===== src/rtl/demux_dispatcher_if.sv =====
// Upstream handshake and demux-side bus of the nibble demux dispatcher.
// The slave modport is the dispatcher; the master modport is whoever drives it.
interface demux_dispatcher_if;
    logic [3:0] InData;
    logic [1:0] InDest;
    logic       InValid;
    logic       InReady;
    logic       RoundRobin;
    logic [3:0] Data;
    logic [1:0] Sel;
    logic [3:0] Enable;
    logic       Busy;
    logic [7:0] CountA;
    logic [7:0] CountB;
    logic [7:0] CountC;
    logic [7:0] CountD;

    modport slave (
        input  InData, InDest, InValid, RoundRobin,
        output InReady, Data, Sel, Enable, Busy, CountA, CountB, CountC, CountD
    );

    modport master (
        output InData, InDest, InValid, RoundRobin,
        input  InReady, Data, Sel, Enable, Busy, CountA, CountB, CountC, CountD
    );
endinterface


===== src/rtl/demux_dispatcher.sv =====
// Buffers 4-bit words in a 2-deep FIFO and presents each on the demux inputs
// for DWELL cycles; per-channel saturating counters track dispatched words.
module dd_sat_cnt (
    input  logic       clk,
    input  logic       rst_n,
    input  logic       i_inc,
    output logic [7:0] o_cnt
);
    logic [7:0] r_cnt;

    always_ff @(posedge clk or negedge rst_n) begin
        if (!rst_n)                        r_cnt <= '0;
        else if (i_inc && r_cnt != 8'hFF)  r_cnt <= r_cnt + 8'd1;
    end

    assign o_cnt = r_cnt;
endmodule

module demux_dispatcher #(
    parameter int DWELL = 4
) (
    input  logic                  clk,
    input  logic                  rst_n,
    demux_dispatcher_if.slave     bus
);
    typedef enum logic {S_IDLE, S_PRESENT} state_t;

    localparam logic [7:0] DWELL_M1 = 8'(DWELL - 1);

    logic [5:0] r_mem [2];
    logic       r_wr;
    logic       r_rd;
    logic [1:0] r_cnt;
    logic [1:0] r_rr;
    state_t     r_state;
    logic [7:0] r_dwell;
    logic [3:0] r_data;
    logic [1:0] r_sel;
    logic [3:0] r_en;
    logic       r_busy;

    logic       w_ready;
    logic       w_push;
    logic       w_pop;
    logic [5:0] w_head;
    logic [7:0] w_cnt [4];

    // Ready looks only at occupancy, so a same-cycle pop never raises it.
    assign w_ready = (r_cnt != 2'd2);
    assign w_push  = bus.InValid && w_ready;
    assign w_head  = r_mem[r_rd];
    // Pop uses the pre-edge count: a word landing in an empty FIFO waits one edge.
    assign w_pop   = (r_cnt != 2'd0) && ((r_state == S_IDLE) || (r_dwell == 8'd0));

    always_ff @(posedge clk or negedge rst_n) begin
        if (!rst_n) begin
            r_mem[0] <= '0;
            r_mem[1] <= '0;
            r_wr     <= 1'b0;
            r_rd     <= 1'b0;
            r_cnt    <= '0;
            r_rr     <= '0;
        end else begin
            if (w_push) begin
                r_mem[r_wr] <= {bus.InData, (bus.RoundRobin ? r_rr : bus.InDest)};
                r_wr        <= ~r_wr;
                if (bus.RoundRobin) r_rr <= r_rr + 2'd1;
            end
            if (w_pop) r_rd <= ~r_rd;
            r_cnt <= r_cnt + {1'b0, w_push} - {1'b0, w_pop};
        end
    end

    always_ff @(posedge clk or negedge rst_n) begin
        if (!rst_n) begin
            r_state <= S_IDLE;
            r_dwell <= '0;
            r_data  <= '0;
            r_sel   <= '0;
            r_en    <= '0;
            r_busy  <= 1'b0;
        end else begin
            case (r_state)
                S_IDLE: begin
                    if (w_pop) begin
                        r_state <= S_PRESENT;
                        r_dwell <= DWELL_M1;
                        r_data  <= w_head[5:2];
                        r_sel   <= w_head[1:0];
                        r_en    <= 4'hF;
                        r_busy  <= 1'b1;
                    end
                end
                S_PRESENT: begin
                    if (r_dwell != 8'd0) begin
                        r_dwell <= r_dwell - 8'd1;
                    end else if (w_pop) begin
                        r_dwell <= DWELL_M1;
                        r_data  <= w_head[5:2];
                        r_sel   <= w_head[1:0];
                    end else begin
                        // Sel is left on the last channel so the demux select stays quiet.
                        r_state <= S_IDLE;
                        r_data  <= '0;
                        r_en    <= '0;
                        r_busy  <= 1'b0;
                    end
                end
                default: r_state <= S_IDLE;
            endcase
        end
    end

    for (genvar g = 0; g < 4; g++) begin : g_cnt
        dd_sat_cnt u_cnt (
            .clk   (clk),
            .rst_n (rst_n),
            .i_inc (w_pop && (w_head[1:0] == 2'(g))),
            .o_cnt (w_cnt[g])
        );
    end

    assign bus.InReady = w_ready;
    assign bus.Data    = r_data;
    assign bus.Sel     = r_sel;
    assign bus.Enable  = r_en;
    assign bus.Busy    = r_busy;
    assign bus.CountA  = w_cnt[0];
    assign bus.CountB  = w_cnt[1];
    assign bus.CountC  = w_cnt[2];
    assign bus.CountD  = w_cnt[3];
endmodule


===== src/flat_wrapper.sv =====
// flat-port wrapper written by rule: the top's interface ports become plain ports
module demux_dispatcher_flat 
#(
    parameter int DWELL = 4
)
  (clk, rst_n, bus_InData, bus_InDest, bus_InValid, bus_RoundRobin, bus_InReady, bus_Data, bus_Sel, bus_Enable, bus_Busy, bus_CountA, bus_CountB, bus_CountC, bus_CountD);
  demux_dispatcher_if bus_i ();
  input  logic clk;
  input  logic rst_n;
  input wire logic [$bits(bus_i.InData)-1:0] bus_InData;
  input wire logic [$bits(bus_i.InDest)-1:0] bus_InDest;
  input wire logic [$bits(bus_i.InValid)-1:0] bus_InValid;
  input wire logic [$bits(bus_i.RoundRobin)-1:0] bus_RoundRobin;
  output wire logic [$bits(bus_i.InReady)-1:0] bus_InReady;
  output wire logic [$bits(bus_i.Data)-1:0] bus_Data;
  output wire logic [$bits(bus_i.Sel)-1:0] bus_Sel;
  output wire logic [$bits(bus_i.Enable)-1:0] bus_Enable;
  output wire logic [$bits(bus_i.Busy)-1:0] bus_Busy;
  output wire logic [$bits(bus_i.CountA)-1:0] bus_CountA;
  output wire logic [$bits(bus_i.CountB)-1:0] bus_CountB;
  output wire logic [$bits(bus_i.CountC)-1:0] bus_CountC;
  output wire logic [$bits(bus_i.CountD)-1:0] bus_CountD;
  assign bus_i.InData = bus_InData;
  assign bus_i.InDest = bus_InDest;
  assign bus_i.InValid = bus_InValid;
  assign bus_i.RoundRobin = bus_RoundRobin;
  assign bus_InReady = bus_i.InReady;
  assign bus_Data = bus_i.Data;
  assign bus_Sel = bus_i.Sel;
  assign bus_Enable = bus_i.Enable;
  assign bus_Busy = bus_i.Busy;
  assign bus_CountA = bus_i.CountA;
  assign bus_CountB = bus_i.CountB;
  assign bus_CountC = bus_i.CountC;
  assign bus_CountD = bus_i.CountD;
  demux_dispatcher #(.DWELL(DWELL)) u_core (.clk(clk), .rst_n(rst_n), .bus(bus_i));
endmodule

===== config.mk =====
export PLATFORM = sky130hd
export DESIGN_NAME = demux_dispatcher_flat
export DESIGN_NICKNAME = d
export VERILOG_FILES = /design/src/rtl/demux_dispatcher_if.sv /design/src/rtl/demux_dispatcher.sv /design/src/flat_wrapper.sv
export SDC_FILE = /design/constraint.sdc
export NUM_CORES = 1
export LEC_CHECK = 0
export CAP_MARGIN = 20
export CORE_MARGIN = 3
export CORE_UTILIZATION = 53
export DETAILED_ROUTE_END_ITERATION = 8
export PLACE_DENSITY = 0.78
export SETUP_SLACK_MARGIN = 0.05
export SLEW_MARGIN = 20
export SYNTH_ARGS = -nofsm -noshare
export SYNTH_HDL_FRONTEND = slang
export SYNTH_SLANG_ARGS = --single-unit

===== constraint.sdc =====
create_clock -name clk -period 3.3 [get_ports clk]
set_input_delay 0.33 -clock clk [delete_from_list [all_inputs] [get_ports clk]]
set_output_delay 0.33 -clock clk [all_outputs]
set_load 0.01 [all_outputs]

After elaboration in Yosys (flattened, before gate mapping)
Index checks and enable logic that the tools add are counted.

Register bits: 70. Output and inout bits: 44. Logic and storage cells: 90.

Add/sub/neg operators: 8. Order comparisons: 3. Equality and inequality tests: 11. Multiplexer cells: 28. Bitwise operators: 5. Reductions and logical operators: 19.

Operators by type and width (count): $add 8x1->8 const B (4); $ne 8x8->1 const B (4); $mux 4 (6); $mux 6 (4); $mux 8 (2); $pmux 4 s2 (2); $pmux 8 s2 (1); $bwmux 12 (1); $logic_and 1x1->1 (11); $logic_not 8->1 (1); $reduce_bool 8->1 (1); $sub 8x1->8 const B (1); $demux 6 s1 (1); $mux 2 (3); $ne 2x2->1 const B (3); $mux 1 (5); $eq 2x2->1 const B (2); $ge 2x2->1 const B (2); $not 1->2 (2); $pmux 1 s2 (2); $pmux 2 s2 (1); $reduce_and 2->1 (2); $not 1->1 (3); $reduce_and 3->1 (1); 9 further kinds (9).

Logic depth before layout (Yosys ltp)
Gate-level depths: netlist (run 1).

Depth in word-level cells: 7. Depth in mapped cells: 12. Mapped depth without buffers: 10.

Cells and area by module
From an unflattened synthesis (run 1), not the netlist that was laid out.

Cell total of the unflattened synthesis: 309. Area, all modules: 3365.7 µm².

Modules (own cells, without submodules): demux_dispatcher (instances 1, cells each 173, area an instance 1734.2 µm², seq. area each 850.8 µm²); dd_sat_cnt (instances 4, cells each 34, area an instance 407.9 µm², seq. area each 200.2 µm²).

Worst setup path after synthesis (run 1)
No wires, ideal clock.

Path type: register to register. Start: register u_core.r_dwell[0]. End: register u_core.r_cnt[1]. Setup time: 0.123 ns. Data arrival time: 2.283 ns. Required time: 3.177 ns. Slack: 0.894 ns. Cell stages (with the launch flop): 13. Clock period less this slack: 2.406 ns. Cells stage by stage: dfrtp_1 -> inv_1 -> ha_1 -> nor3b_2 -> o211ai_2 -> buf_2 -> buf_2 -> inv_1 -> ha_1 -> inv_1 -> ha_1 -> xnor2_1 -> xnor2_1.

Longest elaborated chain between the ends: 4.

RTL lines: start, declared (RTL line demux_dispatcher.sv:36) `logic [7:0] r_dwell;`; start signal, assigned (RTL line demux_dispatcher.sv:96) `r_dwell <= r_dwell - 8'd1;`; $logic_not 8->1 (RTL line demux_dispatcher.sv:53) `assign w_pop = (r_cnt != 2'd0) && ((r_state == S_IDLE) || (r_dwell == 8'd0));`; $logic_or 1x1->1 (RTL line demux_dispatcher.sv:53); $logic_and 1x1->1 (RTL line demux_dispatcher.sv:53); via u_core.w_pop (RTL line demux_dispatcher.sv:44) `logic w_pop;`; $sub 2x1->2 (RTL line demux_dispatcher.sv:70) `r_cnt <= r_cnt + {1'b0, w_push} - {1'b0, w_pop};`; end signal, assigned (RTL line demux_dispatcher.sv:70); end, declared (RTL line demux_dispatcher.sv:33) `logic [1:0] r_cnt;`.

The timed path passes the listed nets, and every way through them passes these cells. A chain may end at the register's enable or synchronous reset.

Final worst setup path (run 1)
Start: register u_core.r_dwell[1]. End: register u_core.g_cnt[0].u_cnt.r_cnt[1].

Longest elaborated chain between the ends: 5.

RTL lines: $logic_not 8->1 (RTL line demux_dispatcher.sv:53); $logic_or 1x1->1 (RTL line demux_dispatcher.sv:53); $logic_and 1x1->1 (RTL line demux_dispatcher.sv:53); $logic_and 1x1->1 (RTL line demux_dispatcher.sv:118) `.i_inc (w_pop && (w_head[1:0] == 2'(g))),`; $logic_and 1x1->1 (RTL line demux_dispatcher.sv:13) `else if (i_inc && r_cnt != 8'hFF) r_cnt <= r_cnt + 8'd1;`; end signal, assigned (RTL line demux_dispatcher.sv:13); end, declared (RTL line demux_dispatcher.sv:9) `logic [7:0] r_cnt;`.

No other way between the ends.

==> results.txt, run 1 <==
----------------------------------------------------
[Clock network]
  Number of cells upsized or downsized after cts ... 0
  Clk Tree Root Cell ... sky130_fd_sc_hd__clkbuf_8
  Post-CTS Setup Inserts ... 0
  Deepest level of the CTS H-tree ... 3
  Number of sinks on the clock net ... 66
  Clock transition at path regs ... about 70 ps
  Clock insertion delay at the later pin of the skew report ... approximately 340 ps
  Clock Tree Buf Depth ... 2
  Number of buffers created by CTS ... 9
  TritonCTS clock tree ... built

[Worst setup path]
  Worst reg-to-reg setup slack ... about 1100 ps
  Register-to-Register Path Depth ... 7
  Class of the most critical setup path ... register to register
  Reg2reg end ... u_core.g_cnt[0].u_cnt.o_cnt[1]$_DFFE_PN0P_
  CP endpoint kind ... register
  Data arrival time at the worst-slack endpoint ... roughly 2400 ps
  Maximum fanout along the worst path ... 25
  Launching element type of the critical path ... register
  Required time of the critical path ... ~3500 ps
  Worst r2r src ... u_core.r_dwell[1]$_DFF_PN0_

[Status]
  Outcome ... complete, no violations

[Yosys]
  Post-synthesis net count ... between 200 and 300
  Number of flip-flops and latches in the synthesized netlist ... 66
  Number of enable-type register cells in the synthesized netlist ... 0
  Cell type with the largest total area after synthesis ... sky130_fd_sc_hd__dfrtp_1
  Async SR Flop Fraction ... 1.000
  Count of unique library cells instantiated by Yosys ... 40
  Synthesized area per cell ... 11.44 sq um
  Part of the Yosys area used for sequential elements ... 0.5310
  Warnings, synthesis ... 0
  Top cell type's share of synthesized area ... 0.5310
  Netlist area before placement ... 0.003110 sq mm
  Most used flip-flop cell after synthesis ... sky130_fd_sc_hd__dfrtp_1
  Cells after Synth ... 272
  Synth area leaders ... sky130_fd_sc_hd__dfrtp_1 (53%), sky130_fd_sc_hd__xor2_1 (8.2%), sky130_fd_sc_hd__mux2_2 (4.7%)

[Pwr]
  Total internal power ... about 1.8 mW
  Clock Power Share ... 0.210
  Worst vdd rail ir drop ... ~0.46 mV
  Pwr dens ... roughly 700 mW/mm^2
  Overall Power ... roughly 2.7 mW
  Register share of total power ... 0.466
  Reported leakage power ... between 1.5 and 2 nW
  Switching share of power ... 0.3478
  Logic gate share of total power ... 0.324
  Switching pwr ... 955.6 uW

[Cells and area]
  Final core utilization ... 0.6863
  Syn-to-layout area delta ... 23.73%
  Count of antenna diodes in the layout ... 0
  Net count of the finished layout ... about 350
  Ratio of cells with drive above 1 in the final layout ... 0.1138
  Leading cell types in the layout, fill and taps excluded ... sky130_fd_sc_hd__dfrtp_1 (66), sky130_fd_sc_hd__clkdlybuf4s50_1 (52), sky130_fd_sc_hd__xor2_1 (29)
  Fin cells ... ~410
  Final design area excluding fillers ... approximately 0.0038 sq mm
  Commonest non-fill, non-tap cell in the layout ... sky130_fd_sc_hd__dfrtp_1

[Hold path]
  Path class of the lowest-slack min-delay path ... primary input to asynchronous set/reset pin

[Global route]
  Antenna violations before repair ... 0
  Pin count of the biggest net entering global routing ... 34
  Total gr overflow ... 0
  Wire length of the first global-routing pass ... between 10 and 15 mm
  Vias in the first global route ... 2,235
  GRT Util Overall ... 0.2041

[Timing]
  Final Slew Violations ... 0
  Setup ws final ... 1129 ps
  Final setup violation count ... 0
  Final hold viol count ... 0
  Pin slew with the least headroom to its limit ... about 700 ps
  Clock Skews ... around 9.0 ps
  Hold Slack ... around 430 ps
  Headroom to the max-slew limit ... 0.5410
  Portion of the clock cycle consumed by the worst path in the final layout ... 0.6580
  Aggregate negative setup slack ... 0 ps
  Maximum frequency from static timing analysis ... 0.4605 GHz
  Shortest period the worst path allows ... about 2200 ps
  Setup repair after global routing missed its margin ... no

[Route]
  Per-cell routed wire length ... between 10 and 15 um
  Overall via count from detail_route ... 2,215
  Starting DRT DRC Count ... approximately 80
  Post-Route WL ... slightly above 6 mm
  DRC violations left ... 0
  Average via count per standard cell ... between 5 and 6
  Detail Route Antenna Nets ... 0
  Number of detailed-route iterations in the first pass ... 4

[Placement]
  Final weighted congestion of routability-driven global placement ... between 0.8 and 0.9
  Pre-CTS setup slack ... ~1200 ps
  HPWL after detailed placement ... 4.368 mm
  Post-Place Cells ... ~390
  Buffers on Ports ... 53
  Post-place instance area ... 0.003675 sq mm

[Floorplanning]
  Horizontal die dimension ... slightly above 80 um
  I/O pin total ... 54
  Die Y ... about 83 um
  Core Box Area ... between 0.005 and 0.006 sq mm
  Die area ... just under 0.007 sq mm
  Num rows ... 27
  Starting density of the core ... 0.5547

[Run]
  Reported max-cap violation count ... 0

----------------------------------------------------
synthesized netlist by cell type, drive strengths merged (7+ instances only):
library cell,instances
buf,8
dfrtp,66
ha,7
inv,12
mux2,13
mux2i,11
nand2,22
nand3,16
nor2,7
nor3,16
nor4,13
o21ai,7
xor2,29
registers in the layout, summed over array words and instances, names as in the netlist:
signal                    flops
u_core.bus.Data               4
u_core.r_rd                   1
u_core.bus.Sel                2
u_core.r_state                1
u_core.r_rr                   2
u_core.r_dwell                8
u_core.r_cnt                  2
u_core.r_wr                   1
u_core.bus.Enable             1
u_core.r_mem                 12
u_core.g_cnt.u_cnt.o_cnt     32
logic make-up (layout without fill, tap and decap cells):
logic type / Yosys count / in the layout / share of synthesized area
and+or+nand+nor: 90 / 90 / 0.1508
DFF: 66 / 66 / 0.5310
xor gates and xnor gates: 35 / 35 / 0.09855
muxes: 24 / 24 / 0.08246
adders and majority gates: 7 / 7 / 0.02816
AOI/OAI and AO/OA: 27 / 27 / 0.07080
buffers and inverters: 23 / 85 / 0.03821
per-layer routing:
metal,wire length (um),up-vias,GRT usage
met1,2688,1083,0.2574
met4,36,0,0.06046
met3,293,5,0.08026
met2,3023,54,0.3253
met5,0,-,0
li1,-,1073,-
area by class of cell:
class / count / area [sq um]
tap: 72 / 90.09
sequential: 66 / 1652
inverter: 12 / 45.04
multi-input combinational: 183 / 1340
timing repair buffer: 57 / 558.0
clock inverter: 3 / 15.01
fill: 464 / 1759
clock buffer: 13 / 148.9
power groups by stage:
stage	registers, mW	logic [mW]	clock network, mW
final	1.28	0.891	0.577
after floorplan	1.26	0.605	0
after CTS	1.28	0.903	0.596
after detailed placement	1.29	0.901	0
after global placement	1.28	0.867	0
after global routing	1.31	1.00	0.634
worst max path at each step:
| stage | slack, ps | cells after the start | startpoint | to |
|---|---|---|---|---|
| finish | 1130 | 7 | u_core.r_dwell[1]$_DFF_PN0_ | u_core.g_cnt[0].u_cnt.o_cnt[1]$_DFFE_PN0P_ |
| global route | 960 | 7 | u_core.r_dwell[1]$_DFF_PN0_ | u_core.g_cnt[1].u_cnt.o_cnt[1]$_DFFE_PN0P_ |
| CTS | 1140 | 6 | u_core.r_dwell[1]$_DFF_PN0_ | u_core.g_cnt[2].u_cnt.o_cnt[7]$_DFFE_PN0P_ |
| detailed placement | 1170 | 7 | u_core.r_dwell[1]$_DFF_PN0_ | u_core.g_cnt[1].u_cnt.o_cnt[1]$_DFFE_PN0P_ |
| global placement | 1260 | 7 | u_core.r_dwell[0]$_DFF_PN0_ | u_core.g_cnt[1].u_cnt.o_cnt[1]$_DFFE_PN0P_ |
| floorplan | 890 | 12 | u_core.r_dwell[0]$_DFF_PN0_ | u_core.r_cnt[1]$_DFF_PN0_ |
critical path, cell delays in order, from the launching register on:
cell	delay, ps
sky130_fd_sc_hd__dfrtp_1	420
sky130_fd_sc_hd__inv_1	80
sky130_fd_sc_hd__ha_1	200
sky130_fd_sc_hd__nor3b_2	420
sky130_fd_sc_hd__o211ai_2	130
sky130_fd_sc_hd__buf_4	240
sky130_fd_sc_hd__nor2_1	210
sky130_fd_sc_hd__mux2_2	360
what timing repair did:
| item | CTS | global route |
|---|---|---|
| hold buffers | 1 | 0 |
| endpoints found under the hold margin | 13 | 0 |
| endpoints found under the setup margin | 0 | 0 |
No activity file was read; power rests on OpenSTA's default activity.
==> run 2: changes to the inputs <==
clock period = 2.1 ns   (was 3.3 ns; I/O delays follow)
==> run 2 against run 1 <==
  * Wire length is 12% higher
  * Worst setup slack worse by 1000 ps
  * Via count is 6.2% higher
  * Hold slack worse by 13 ps
  * First-iteration DRC count is 62% higher
  * Largest power group unchanged
==> results.txt, run 2 (same netlist as run 1, synthesis figures left out) <==
----------------------------------------------------
[Worst setup path]
  Family with the most delay on the worst path ... compound AO/OA/AOI/OAI gates
  Maximum fanout along the worst path ... 8 (-68%)
  Worst setup startpoint ... u_core.r_dwell[5]$_DFF_PN0_
  Required time of the critical path ... 2330 ps (-1190 ps)
  Slowest cell on crit path ... sky130_fd_sc_hd__dfrtp_2
  Worst reg-to-reg setup slack ... 100 ps (-1030 ps)
  Worst-path cell chain ... o41ai_4 > buf_4 > o2111ai_4 > nor2_2 > mux2_2
  Worst path depth ... 5 (-2)
  Worst r2r src ... u_core.r_dwell[5]$_DFF_PN0_
  Data arrival time at the worst-slack endpoint ... 2230 ps (-160 ps)
  Register-to-Register Path Depth ... 5 (-2)
  Reg2reg end ... u_core.g_cnt[2].u_cnt.o_cnt[1]$_DFFE_PN0P_
  Capture point of the critical path ... u_core.g_cnt[2].u_cnt.o_cnt[1]$_DFFE_PN0P_
  Largest incremental delay on the critical path ... 460 ps (+40 ps)
  Buf/Inv on CP ... 1 (-1)
  Launching element type of the critical path ... register
  Class of the most critical setup path ... register to register
  CP endpoint kind ... register

[Clock network]
  Clock transition at path regs ... 80 ps (about the same)
  Clock Tree Buf Depth ... 2 (unchanged)
  Number of sinks on the clock net ... 66 (unchanged)
  TritonCTS clock tree ... built
  Number of buffers created by CTS ... 9 (unchanged)
  Clock insertion delay at the later pin of the skew report ... 350 ps (about the same)
  Deepest level of the CTS H-tree ... 3 (unchanged)
  Post-CTS Setup Inserts ... 0 (unchanged)
  Clk Tree Root Cell ... sky130_fd_sc_hd__clkbuf_8

[Floorplanning]
  Num rows ... 27 (unchanged)
  Die Y ... 82.61 um (unchanged)
  Starting density of the core ... 0.5547 (unchanged)
  Horizontal die dimension ... 82.61 um (unchanged)
  Die area ... 0.006824 sq mm (unchanged)
  I/O pin total ... 54 (unchanged)
  Core Box Area ... 0.005608 sq mm (unchanged)

[Global route]
  Wire length of the first global-routing pass ... 10.73 mm (+4.9%)
  Vias in the first global route ... 2,243 (+0.36%)
  Pin count of the biggest net entering global routing ... 67 (+97%)
  GRT Util Overall ... 0.2118 (+0.007689)
  Total gr overflow ... 0 (unchanged)
  Antenna violations before repair ... 0 (unchanged)

[Timing]
  Final Slew Violations ... 0 (unchanged)
  Shortest period the worst path allows ... 2001 ps (-170.2 ps)
  Aggregate negative setup slack ... 0 ps (unchanged)
  Final setup violation count ... 0 (unchanged)
  Clock Skews ... 8.427 ps (-0.5327 ps)
  Pin slew with the least headroom to its limit ... 639.0 ps (-49.44 ps)
  Maximum frequency from static timing analysis ... 0.4997 GHz (+8.5%)
  Headroom to the max-slew limit ... 0.5731 (+0.03208)
  Portion of the clock cycle consumed by the worst path in the final layout ... 0.9530 (+0.2950)
  Setup repair after global routing missed its margin ... yes
  Hold Slack ... 413.6 ps (-13.43 ps)
  Final hold viol count ... 0 (unchanged)

[Pwr]
  Switching pwr ... 1.700 mW (+78%)
  Switching share of power ... 0.3336 (-0.01422)
  Reported leakage power ... 1.901 nW (+4.4%)
  Total internal power ... 3.396 mW (+90%)
  Register share of total power ... 0.393 (-0.073)
  Logic gate share of total power ... 0.331 (+0.007)
  Worst vdd rail ir drop ... 0.6695 mV (+45%)
  Pwr dens ... 1232 mW/mm^2 (+73%)
  Clock Power Share ... 0.276 (+0.066)

[Route]
  Detail Route Antenna Nets ... 0 (unchanged)
  Starting DRT DRC Count ... 131 (+62%)
  Average via count per standard cell ... 5.670 (+3.9%)
  Per-cell routed wire length ... 16.33 um (+9.7%)
  Overall via count from detail_route ... 2,353 (+6.2%)
  Post-Route WL ... 6.775 mm (+12%)
  DRC violations left ... 0 (unchanged)
  Number of detailed-route iterations in the first pass ... 4 (unchanged)

[Cells and area]
  Count of antenna diodes in the layout ... 0 (unchanged)
  Register cell area after layout ... 0.001654 sq mm (+0.15%)
  Fin cells ... 415 (+2.2%)
  Syn-to-layout area delta ... 32.98%
  Area of the multi-input gates ... 0.001448 sq mm (+8.0%)
  Max FFs per register ... 32 (unchanged)
  Filler Cells Inserted ... 413 (-11%)
  Commonest non-fill, non-tap cell in the layout ... sky130_fd_sc_hd__dfrtp_1
  Leading cell types in the layout, fill and taps excluded ... sky130_fd_sc_hd__dfrtp_1 (64), sky130_fd_sc_hd__clkdlybuf4s50_1 (52), sky130_fd_sc_hd__xor2_1 (29)
  Net count of the finished layout ... 355 (+2.6%)
  Ratio of cells with drive above 1 in the final layout ... 0.1895 (+0.07573)

[Run]
  Reported max-cap violation count ... 0 (unchanged)

[Placement]
  Final weighted congestion of routability-driven global placement ... 0.8404 (+4.4%)
  Post-Place Cells ... 397 (+2.1%)
  Buffers on Ports ... 53 (unchanged)
  HPWL after detailed placement ... 4.443 mm (+1.7%)

[Hold path]
  Path class of the lowest-slack min-delay path ... primary input to asynchronous set/reset pin

[Status]
  Outcome ... complete, no violations

----------------------------------------------------
==> run 2: cell count changes in the layout (fill, tap and decap cells not counted), sizes merged <==
cell / change
clkinv: -1
clkinvlp: +1
buf: +8
o2111ai: +1
bufinv: +4
clkbuf: -4
==> run 2: how the worst min path moves through the flow <==
stage                      from                                    endpoint  slack, ps  depth (start not counted)
after floorplan           rst_n              u_core.bus.Data[0]$_DFFE_PN0P_        -90                          0
after global placement    rst_n  u_core.g_cnt[3].u_cnt.o_cnt[6]$_DFFE_PN0P_        250                          2
after detailed placement  rst_n  u_core.g_cnt[3].u_cnt.o_cnt[6]$_DFFE_PN0P_        250                          2
after CTS                 rst_n            u_core.bus.Enable[2]$_DFFE_PN0P_        420                          3
after global routing      rst_n  u_core.g_cnt[3].u_cnt.o_cnt[6]$_DFFE_PN0P_        430                          3
final                     rst_n  u_core.g_cnt[3].u_cnt.o_cnt[4]$_DFFE_PN0P_        410                          3
==> run 2: final cells by class <==
class | count | share of cell area
flip-flops and latches | 66 | 0.3999
multi-input cells | 184 | 0.3500
repair buffers | 65 | 0.1534
clock inverters | 7 | 0.03418
clock buffers | 9 | 0.02995
well taps | 72 | 0.02178
inverters | 12 | 0.01089
==> run 2: worst min-delay path: cells and delay by family <==
kind     cells  cell delay, ps
buf+inv      3             950
==> run 2: metrics by stage <==
stage,area (sq um),worst slack (ps),utilization,power (mW)
4_1_cts,4064,62.91,0.7247,5.030
2_1_floorplan,3164,-94.41,-,2.981
3_3_place_gp,3789,122.7,0.6756,3.526
5_1_grt,4136,14.66,0.7376,5.409
6_report,4136,98.73,0.7376,5.096
3_5_place_dp,3789,83.30,0.6756,3.602
==> run 2: power by group through the flow <==
stage	combinational, mW	clock, mW	sequential, mW
finish	1.69	1.41	2.00
floorplan	1.00	0	1.98
CTS	1.61	1.43	1.99
detailed placement	1.60	0	2.00
global placement	1.54	0	1.99
global route	1.87	1.49	2.05
==> run 2: layer usage <==
layer | track usage | vias up | wire length, um
met5 | 0 | - | 0
met2 | 0.3341 | 70 | 3371
met1 | 0.2793 | 1171 | 2963
met3 | 0.05206 | 13 | 293
li1 | - | 1099 | -
met4 | 0.08824 | 0 | 146
==> run 2: timing repair <==
action / CTS / global route
endpoints found under the hold margin: 66 / 0
hold buffers: 1 / 0
setup endpoints to repair: 0 / 17
resized for setup: 0 / 12
==> run 3: changes to the inputs <==
--- a/config.mk
+++ b/config.mk
@@ -13,3 +13,3 @@
 export SETUP_SLACK_MARGIN = 0.05
-export SLEW_MARGIN = 20
+export SLEW_MARGIN = 25
 export SYNTH_ARGS = -nofsm -noshare
==> constraint.sdc (replaced) <==
create_clock -name clk -period 2.1 [get_ports clk]
set_input_delay 0.42 -clock clk [delete_from_list [all_inputs] [get_ports clk]]
set_output_delay 0.42 -clock clk [all_outputs]
set_load 0.01 [all_outputs]
==> run 3 against run 2 <==
  * Via count shrank 3.1%
  * Final cell count decreased by 0.24%
  * Utilization decreased by 1.7 points
  * Global-route usage decreased by 0.094 points
  * Critical path type unchanged
  * Critical endpoint is now u_core.r_cnt[1]$_DFF_PN0_
==> results.txt, run 3 (same netlist as run 1, synthesis figures left out) <==
----------------------------------------------------
[Global route]
  GRT Util Overall ... 0.2108 (-0.0009393)
  Pin count of the biggest net entering global routing ... 67 (unchanged)
  Vias in the first global route ... 2,210 (-1.5%)
  Antenna violations before repair ... 0 (unchanged)
  Total gr overflow ... 0 (unchanged)
  Wire length of the first global-routing pass ... 10.72 mm (about the same)

[Timing]
  Aggregate negative setup slack ... 0 ps (unchanged)
  Pin slew with the least headroom to its limit ... 732.0 ps (+92.95 ps)
  Final Slew Violations ... 0 (unchanged)
  Setup repair after global routing missed its margin ... yes
  Hold Slack ... 67.44 ps (-346.2 ps)
  Shortest period the worst path allows ... 2033 ps (+32.05 ps)
  Clock Skews ... 10.04 ps (+1.616 ps)
  Setup ws final ... 66.68 ps (-32.05 ps)
  Maximum frequency from static timing analysis ... 0.4918 GHz (-1.6%)
  Final hold viol count ... 0 (unchanged)
  Portion of the clock cycle consumed by the worst path in the final layout ... 0.9682 (+0.01526)
  Final setup violation count ... 0 (unchanged)
  Headroom to the max-slew limit ... 0.5087 (-0.06436)

[Route]
  Detail Route Antenna Nets ... 0 (unchanged)
  Overall via count from detail_route ... 2,281 (-3.1%)
  Number of detailed-route iterations in the first pass ... 4 (unchanged)
  DRC violations left ... 0 (unchanged)
  Starting DRT DRC Count ... 137 (+4.6%)
  Average via count per standard cell ... 5.510 (-2.8%)
  Per-cell routed wire length ... 15.98 um (-2.1%)
  Post-Route WL ... 6.616 mm (-2.3%)

[Floorplanning]
  Num rows ... 27 (unchanged)
  Core Box Area ... 0.005608 sq mm (unchanged)
  Die Y ... 82.61 um (unchanged)
  Die area ... 0.006824 sq mm (unchanged)
  I/O pin total ... 54 (unchanged)
  Horizontal die dimension ... 82.61 um (unchanged)
  Starting density of the core ... 0.5547 (unchanged)

[Pwr]
  Switching share of power ... 0.3664 (+0.03283)
  Pwr dens ... 1126 mW/mm^2 (-8.6%)
  Total internal power ... 2.883 mW (-15%)
  Reported leakage power ... 1.869 nW (-1.7%)
  Worst vdd rail ir drop ... 0.6455 mV (-3.6%)
  Register share of total power ... 0.441 (+0.048)
  Logic gate share of total power ... 0.357 (+0.026)
  Switching pwr ... 1.667 mW (-1.9%)
  Overall Power ... 4.551 mW (-11%)
  Clock Power Share ... 0.202 (-0.074)

[Cells and area]
  Leading cell types in the layout, fill and taps excluded ... sky130_fd_sc_hd__dfrtp_1 (66), sky130_fd_sc_hd__clkdlybuf4s50_1 (52), sky130_fd_sc_hd__xor2_1 (29)
  Net count of the finished layout ... 354 (-0.28%)
  Fin cells ... 414 (-0.24%)
  Syn-to-layout area delta ... 29.93%
  Final design area excluding fillers ... 0.004041 sq mm (-2.3%)
  Final core utilization ... 0.7207 (-0.01696)
  Max FFs per register ... 32 (unchanged)
  Commonest non-fill, non-tap cell in the layout ... sky130_fd_sc_hd__dfrtp_1
  Count of antenna diodes in the layout ... 0 (unchanged)
  Ratio of cells with drive above 1 in the final layout ... 0.1959 (+0.006402)

[Clock network]
  Number of sinks on the clock net ... 66 (unchanged)
  Deepest level of the CTS H-tree ... 3 (unchanged)
  Clock Tree Buf Depth ... 2 (unchanged)
  Clock transition at path regs ... 80 ps (about the same)
  TritonCTS clock tree ... built
  Clk Tree Root Cell ... sky130_fd_sc_hd__clkbuf_8
  Hold bufs inserted after CTS ... 0 (-1)
  Number of buffers created by CTS ... 9 (unchanged)
  Clock insertion delay at the later pin of the skew report ... 350 ps (about the same)

[Placement]
  Post-Place Cells ... 396 (-0.25%)
  Pre-CTS setup slack ... 44.31 ps (-38.99 ps)
  HPWL after detailed placement ... 4.464 mm (+0.47%)
  Post-place instance area ... 0.003781 sq mm (-0.20%)
  Final weighted congestion of routability-driven global placement ... 0.8170 (-2.8%)
  Buffers on Ports ... 53 (unchanged)

[Worst setup path]
  CP endpoint kind ... register
  Data arrival time at the worst-slack endpoint ... 2270 ps (+40 ps)
  Launching element type of the critical path ... register
  Required time of the critical path ... 2330 ps (about the same)
  Worst reg-to-reg setup slack ... 70 ps (-30 ps)
  Class of the most critical setup path ... register to register
  Maximum fanout along the worst path ... 5 (-3)

[Hold path]
  Path class of the lowest-slack min-delay path ... primary input to asynchronous set/reset pin

[Status]
  Outcome ... complete, no violations

[Run]
  Reported max-cap violation count ... 0 (unchanged)

----------------------------------------------------
run 3: changes by cell type in the layout (fill, tap and decap cells not counted), sizes merged:
cell / change
buf: +1
bufinv: -4
clkinv: +2
clkinvlp: +2
dlygate4sd3: -1
o2111ai: -1
run 3: final timing paths:
path                                                              end                        start  cells past startpoint
setup reg to reg                            u_core.r_cnt[1]$_DFF_PN0_  u_core.r_dwell[1]$_DFF_PN0_                     10
hold / removal             u_core.g_cnt[2].u_cnt.o_cnt[1]$_DFFE_PN0P_                        rst_n                      2
hold reg to reg                            u_core.r_rr[1]$_DFFE_PN0P_   u_core.r_rr[1]$_DFFE_PN0P_                      1
max in group asynchronous                u_core.r_mem[11]$_DFFE_PN0P_                        rst_n                      2
min in group clk                           u_core.r_rr[1]$_DFFE_PN0P_   u_core.r_rr[1]$_DFFE_PN0P_                      1
setup / recovery                            u_core.r_cnt[1]$_DFF_PN0_  u_core.r_dwell[1]$_DFF_PN0_                     10
run 3: power groups by stage:
stage | sequential [mW] | clock (mW) | combinational (mW)
floorplan | 1.98 | 0 | 1.00
CTS | 2.00 | 0.936 | 1.58
global placement | 1.99 | 0 | 1.52
finish | 2.01 | 0.920 | 1.62
detailed placement | 2.01 | 0 | 1.57
global route | 2.06 | 1.01 | 1.81
run 3: layout make-up:
cell class                      count  area [sq um]
Sequential cell                    66          1652
Fill cell                         420          1567
Multi-Input combinational cell    183          1444
Timing Repair Buffer               65         640.6
Clock buffer                        9         123.9
Tap cell                           72         90.09
Clock inverter                      7         46.29
Inverter                           12         45.04
run 3: layer usage:
metal | vias to the layer above | global-route usage | wire [um]
li1 | 1089 | - | -
met5 | - | 0 | 0
met3 | 7 | 0.06833 | 239
met4 | 0 | 0.06536 | 77
met2 | 43 | 0.3221 | 3242
met1 | 1142 | 0.2861 | 3057
run 3: worst max-delay path, stage by stage (launching register included):
cell and delay (ps):
sky130_fd_sc_hd__dfrtp_1 400, sky130_fd_sc_hd__inv_1 60, sky130_fd_sc_hd__ha_2 200, sky130_fd_sc_hd__nor3b_4 160
sky130_fd_sc_hd__o211ai_2 310, sky130_fd_sc_hd__inv_2 80, sky130_fd_sc_hd__ha_4 270, sky130_fd_sc_hd__inv_2 40
sky130_fd_sc_hd__ha_4 150, sky130_fd_sc_hd__xnor2_2 130, sky130_fd_sc_hd__xnor2_1 120
run 3: timing repair:
action                                  4_1_cts  5_1_grt
endpoints found under the setup margin        1       18
setup buffers                                 0        2
gates resized for setup                       1       11
pin swaps                                     0        1
